==> src/rtl/data_receiver_axi_reader.sv <==
// AXI4 read responder that drains the data-receiver FIFO to the host.
// Serves FIFO data bursts, a status word, and SLVERR beats on stalls.
module data_receiver_axi_reader #(
  parameter int AXI_ADDR_WIDTH   = 6,
  parameter int AXI_DATA_WIDTH   = 128,
  parameter int FIFO_COUNT_WIDTH = 17,
  parameter int TIMEOUT_CYCLES   = 1024
) (
  input  logic                        s_axi_aclk,
  input  logic                        s_axi_aresetn,
  input  logic [AXI_ADDR_WIDTH-1:0]   s_axi_araddr,
  input  logic [15:0]                 s_axi_arid,
  input  logic [7:0]                  s_axi_arlen,
  input  logic [1:0]                  s_axi_arburst,
  input  logic [2:0]                  s_axi_arsize,
  input  logic [15:0]                 s_axi_aruser,
  input  logic                        s_axi_arvalid,
  output logic                        s_axi_arready,
  output logic [15:0]                 s_axi_rid,
  output logic [AXI_DATA_WIDTH-1:0]   s_axi_rdata,
  output logic [1:0]                  s_axi_rresp,
  output logic                        s_axi_rlast,
  output logic                        s_axi_rvalid,
  input  logic                        s_axi_rready,
  input  logic [AXI_DATA_WIDTH-1:0]   fifo_dout,
  input  logic                        fifo_empty,
  input  logic [FIFO_COUNT_WIDTH-1:0] fifo_data_count,
  output logic                        fifo_rd_en
);

  localparam logic [1:0] RESP_OKAY     = 2'b00;
  localparam logic [1:0] RESP_SLVERR   = 2'b10;
  localparam logic [1:0] RESP_DECERR   = 2'b11;
  localparam logic [1:0] REGION_DATA   = 2'd0;
  localparam logic [1:0] REGION_STATUS = 2'd1;
  localparam int TO_W = (TIMEOUT_CYCLES > 1) ? $clog2(TIMEOUT_CYCLES) : 1;
  localparam logic [TO_W-1:0] TO_LAST = TO_W'(TIMEOUT_CYCLES - 1);

  typedef enum logic {IDLE, BURST} state_t;

  state_t                      r_state;
  state_t                      w_nextState;
  logic                        r_arready;
  logic                        r_rvalid;
  logic                        r_rlast;
  logic [AXI_DATA_WIDTH-1:0]   r_rdata;
  logic [1:0]                  r_rresp;
  logic [15:0]                 r_rid;
  logic [1:0]                  r_region;
  logic [8:0]                  r_beatsLeft;
  logic [TO_W-1:0]             r_timeout;

  logic                        w_arHandshake;
  logic                        w_beatAccept;
  logic                        w_slotFree;
  logic                        w_load;
  logic                        w_pop;
  logic                        w_wait;
  logic [AXI_DATA_WIDTH-1:0]   w_loadData;
  logic [1:0]                  w_loadResp;
  logic [AXI_DATA_WIDTH-1:0]   w_status;
  logic                        w_unused;

  assign w_unused = ^{s_axi_arburst, s_axi_arsize, s_axi_aruser, s_axi_araddr};

  always_comb begin
    w_status = '0;
    w_status[16 +: FIFO_COUNT_WIDTH] = fifo_data_count;
    w_status[0] = fifo_empty;
  end

  always_ff @(posedge s_axi_aclk or negedge s_axi_aresetn) begin
    if (!s_axi_aresetn) r_state <= IDLE;
    else                r_state <= w_nextState;
  end

  // The output register is reloaded only when it is free and a source is ready;
  // an empty FIFO counts wait cycles until an SLVERR beat stands in for data.
  always_comb begin
    w_nextState   = r_state;
    w_arHandshake = s_axi_arvalid && r_arready;
    w_beatAccept  = r_rvalid && s_axi_rready;
    w_slotFree    = !r_rvalid || s_axi_rready;
    w_load        = 1'b0;
    w_pop         = 1'b0;
    w_wait        = 1'b0;
    w_loadData    = '0;
    w_loadResp    = RESP_OKAY;
    case (r_state)
      IDLE: begin
        if (w_arHandshake) w_nextState = BURST;
      end
      BURST: begin
        if (w_slotFree && (r_beatsLeft != 9'd0)) begin
          case (r_region)
            REGION_DATA: begin
              if (!fifo_empty) begin
                w_load     = 1'b1;
                w_pop      = 1'b1;
                w_loadData = fifo_dout;
              end else if (r_timeout == TO_LAST) begin
                w_load     = 1'b1;
                w_loadResp = RESP_SLVERR;
              end else begin
                w_wait = 1'b1;
              end
            end
            REGION_STATUS: begin
              w_load     = 1'b1;
              w_loadData = w_status;
            end
            default: begin
              w_load     = 1'b1;
              w_loadResp = RESP_DECERR;
            end
          endcase
        end
        if (w_beatAccept && r_rlast) w_nextState = IDLE;
      end
      default: w_nextState = IDLE;
    endcase
  end

  always_ff @(posedge s_axi_aclk or negedge s_axi_aresetn) begin
    if (!s_axi_aresetn) begin
      r_arready   <= 1'b0;
      r_rvalid    <= 1'b0;
      r_rlast     <= 1'b0;
      r_rdata     <= '0;
      r_rresp     <= RESP_OKAY;
      r_rid       <= '0;
      r_region    <= '0;
      r_beatsLeft <= '0;
      r_timeout   <= '0;
    end else begin
      r_arready <= (w_nextState == IDLE);
      if (w_arHandshake) begin
        r_rid       <= s_axi_arid;
        r_region    <= s_axi_araddr[5:4];
        r_beatsLeft <= {1'b0, s_axi_arlen} + 9'd1;
        r_timeout   <= '0;
      end
      if (w_load) begin
        r_rvalid    <= 1'b1;
        r_rdata     <= w_loadData;
        r_rresp     <= w_loadResp;
        r_rlast     <= (r_beatsLeft == 9'd1);
        r_beatsLeft <= r_beatsLeft - 9'd1;
        r_timeout   <= '0;
      end else if (w_beatAccept) begin
        r_rvalid <= 1'b0;
        r_rlast  <= 1'b0;
      end
      if (w_wait) r_timeout <= r_timeout + TO_W'(1);
    end
  end

  assign s_axi_arready = r_arready;
  assign s_axi_rvalid  = r_rvalid;
  assign s_axi_rlast   = r_rlast;
  assign s_axi_rdata   = r_rdata;
  assign s_axi_rresp   = r_rresp;
  assign s_axi_rid     = r_rid;
  assign fifo_rd_en    = w_pop;

endmodule

==> config.mk <==
export PLATFORM = sky130hd
export DESIGN_NAME = data_receiver_axi_reader
export DESIGN_NICKNAME = d
export VERILOG_FILES = /design/src/rtl/data_receiver_axi_reader.sv
export SDC_FILE = /design/constraint.sdc
export NUM_CORES = 1
export LEC_CHECK = 0
export ABC_AREA = 1
export CORE_MARGIN = 2
export CORE_UTILIZATION = 30
export CTS_BUF_LIST = sky130_fd_sc_hd__clkbuf_2
export DETAILED_ROUTE_END_ITERATION = 6
export GPL_TIMING_DRIVEN = 1
export PLACE_DENSITY = 0.72
export SLEW_MARGIN = 20
export SYNTH_ARGS = -nofsm -noshare
export SYNTH_HDL_FRONTEND = slang
export SYNTH_SLANG_ARGS = --single-unit
==> constraint.sdc <==
create_clock -name s_axi_aclk -period 1.95 [get_ports s_axi_aclk]
set_input_delay 0.2925 -clock s_axi_aclk [delete_from_list [all_inputs] [get_ports s_axi_aclk]]
set_output_delay 0.2925 -clock s_axi_aclk [all_outputs]
set_load 0.005 [all_outputs]
==> results.txt <==
WP data arrival - 1.99 ns
DR pass1 iterations - 5
Setup Skew - 0.0732 ns
Die Y - 161 µm
remaining routing DRC violations - 0
Initial Util - 30.6%
P_sw - 5770 µW
grt total ovfl - 0
antenna violations before repair - 1
layout cells sized above 1 - 9.95%
syn avg cell area - 8.76 µm²
sequential share of power - 38.7%
Lkg Pwr - 0.00668 µW
Worst R2R Start - r_beatsLeft[1]
total global-route track usage - 18.9%
Seq cells post-synth - 171
I/O pins - 351
sequential share of the synthesized area - 57.5%
number of global-route vias before repair - 7753
Post-Synth XOR/XNOR Area - 1.41%
post-synthesis simple-gate area fraction - 28.5%
RSZ-0062 raised after global routing - true
Rows - 57
Worst Slack Setup Final - -0.328 ns
largest net degree at the start of global routing - 67
register area - 4280 µm²
HPWL Detailed - 16.5 mm
Adder-Cell Fraction of Synth Area - 0.841%
Final Critical Period - 2.28 ns
Synth Cell Area - 7440 µm²
post-synthesis mux area share - 0%
Comb pwr share - 48.3%
outcome - finished, violations left
nets - 1520
Hold Startpoint - fifo_dout[60]
CTS tree - yes
Post-synth top cells - nand2_1, dfrtp_1, nand3_1
ranking of synthesized cells by area - dfrtp_1, nand2_1, buf_6, nand3_1, a32oi_1
DRT Wirelength - 25.3 mm
failing checks - negative setup slack
Clk pin slew, worst setup/hold paths - 0.29 ns
total number of vias - 7448
initial DRC count - 430
# setup viols final - 1
Tightest Hold Check Type - primary input to flop
global-route wire length before repair - 39.5 mm
EDFF count, synth - 0
via/cell ratio - 4.51
Layout area overhead - 68.4%
max-slew violation count - 0
area of the multi-input gates - 2730 µm²
Clk Latency, worst-skew pair - 0.74 ns
synthesized instance count - 849
PwrDens - 1150 nW/µm²
Syn. warnings - 0
WS Path Type - flop to primary output
Die W - 161 µm
IO buf count - 325
largest family of logic cells by synthesized area - simple AND/OR/NAND/NOR gates
clock buffer depth - 2
Compound-Gate Fraction of Synth Area - 5.35%
Hold WS - 0.0975 ns
CP endpoint kind - primary output
Routed Antenna Nets - 0
Netlist cell types - 33
clock buffer count from CTS - 17
maxcap violations - 0
CP Launch Point - r_beatsLeft[1]
Clock Sinks - 171
Peak VDD IR - 579 µV
core area - 24300 µm²
Worst-Margin Slew - 0.753 ns
worst-path maximum fanout - 2
largest area contributor in the netlist - dfrtp_1
required time of the critical path - 1.66 ns
WHS Path Cells - 3
H-tree levels - 4
Worst setup SP type - flop
Internal Power - 8700 µW
ys flop type - dfrtp_1
DP Worst Slack - -0.175 ns
number of fill cells in the layout - 2170
Root Buffer - clkbuf_2
R2R depth - 12
post-DR wirelength/cell - 15.3 µm
switch share - 39.9%
syn_nets - 1055
Die Area - 26100 µm²
Post-synth ARST share - 100%
ratio of final minimum period to clock period - 117%
Fmax - 439 MHz
Fin. Hold Viols - 0
Clk pwr share - 13.0%
most common cell in the netlist - nand2_1
routability congestion estimate - 0.861
post-synth top area share - 57.5%
Slew HR - 49.8%
==> worst max-delay path, stage by stage (launching register included) <==
cell and delay [ns]:
dfrtp_1 0.46, inv_2 0.09, ha_4 0.13, inv_2 0.03, nor2_1 0.09, nand2_1 0.07
nor2_2 0.13, nor2_4 0.06, nand3_4 0.07, inv_4 0.04, buf_6 0.10
==> kinds of logic (layout without fill, tap and decap cells) <==
family,Yosys count,count (layout)
DFF,171,171
and+or+nand+nor,529,530
other,0,1
xor gates and xnor gates,12,12
buffers and inverters,76,553
AOI/OAI and AO/OA,56,56
adders and majority gates,5,5
==> path summary, 6_finish.rpt <==
check,end,slack (ns)
max,fifo_rd_en,-0.33
min,s_axi_rdata[60],0.1
max reg2reg,s_axi_rdata[20],0.08
min reg2reg,s_axi_rdata[7],0.51
max in group asynchronous,s_axi_rdata[24],0.39
min in group asynchronous,s_axi_rdata[103],0.53
==> layer usage <==
layer / routed length, µm / vias to the layer above / part of all wire, % / GRT usage (%)
li1: - / 3581 / - / -
met1: 10400 / 3526 / 41 / 22.3
met2: 12300 / 295 / 49 / 33.4
met3: 1900 / 44 / 7.5 / 5.47
met4: 611 / 2 / 2.4 / 5.72
met5: 10 / - / 0.040 / 0
==> state kept, by name (all words and copies together), names as in the netlist <==
signal and count:
r_beatsLeft 9, r_region 2, s_axi_rresp 2, s_axi_rlast 1, s_axi_rid 16, r_state 1, s_axi_rdata 128, r_timeout 10
s_axi_arready 1, s_axi_rvalid 1
==> timing repair <==
| item | in CTS | in global routing |
|---|---|---|
| endpoints found under the setup margin | 150 | 128 |
| hold buffers | 94 | 2 |
| gates cloned | 0 | 3 |
| setup buffers | 25 | 3 |
| endpoints found under the hold margin | 261 | 2 |
| pin swaps | 1 | 5 |
| gates resized for setup | 156 | 11 |
==> cell usage in the layout (no fill, tap or decap), types with 4 or more instances in the layout <==
| master | n |
|---|---|
| nand2_1 | 457 |
| clkdlybuf4s50_1 | 174 |
| dfrtp_1 | 171 |
| dlygate4sd2_1 | 149 |
| dlygate4sd3_1 | 94 |
| buf_4 | 50 |
| nand3_1 | 32 |
| inv_1 | 29 |
| nor2_1 | 17 |
| a32oi_1 | 17 |
| clkbuf_2 | 17 |
| o21ai_0 | 14 |
| buf_12 | 12 |
| o21ai_2 | 10 |
| o21ai_1 | 8 |
| nand4_1 | 6 |
| xor2_1 | 6 |
| xnor2_1 | 6 |
| inv_2 | 4 |
| ha_1 | 4 |
| inv_6 | 4 |
==> layout make-up <==
class                   instances  area share (%)
repair buffers                486            37.8
flip-flops and latches        171            34.2
multi-input cells             603            21.8
well taps                     324            3.24
clock inverters                15            1.23
inverters                      35            1.11
clock buffers                  17           0.679
diodes                          1          0.0200
==> power groups by stage <==
stage                     Clock, µW  Sequential [µW]  Combinational (µW)
final                          1880             5610                6990
after global routing           2110             5770                7680
after CTS                      1970             5570                6620
after detailed placement          0             5690                6970
after global placement            0             5660                6830
after floorplan                   0             5750                2970
==> through the flow <==
step	utilization [%]	total power (µW)	instance area, µm²	setup TNS [ns]	instances
after CTS	50.9	14200	12400	-0.458	1643
after floorplan	-	8720	7440	0	849
after global placement	46.0	12500	11200	-0.448	1492
after global routing	51.5	15600	12500	-0.644	1651
after detailed placement	46.0	12700	11200	-2.29	1492
final	51.5	14500	12500	-0.328	1652
No activity file was read; power rests on OpenSTA's default activity.
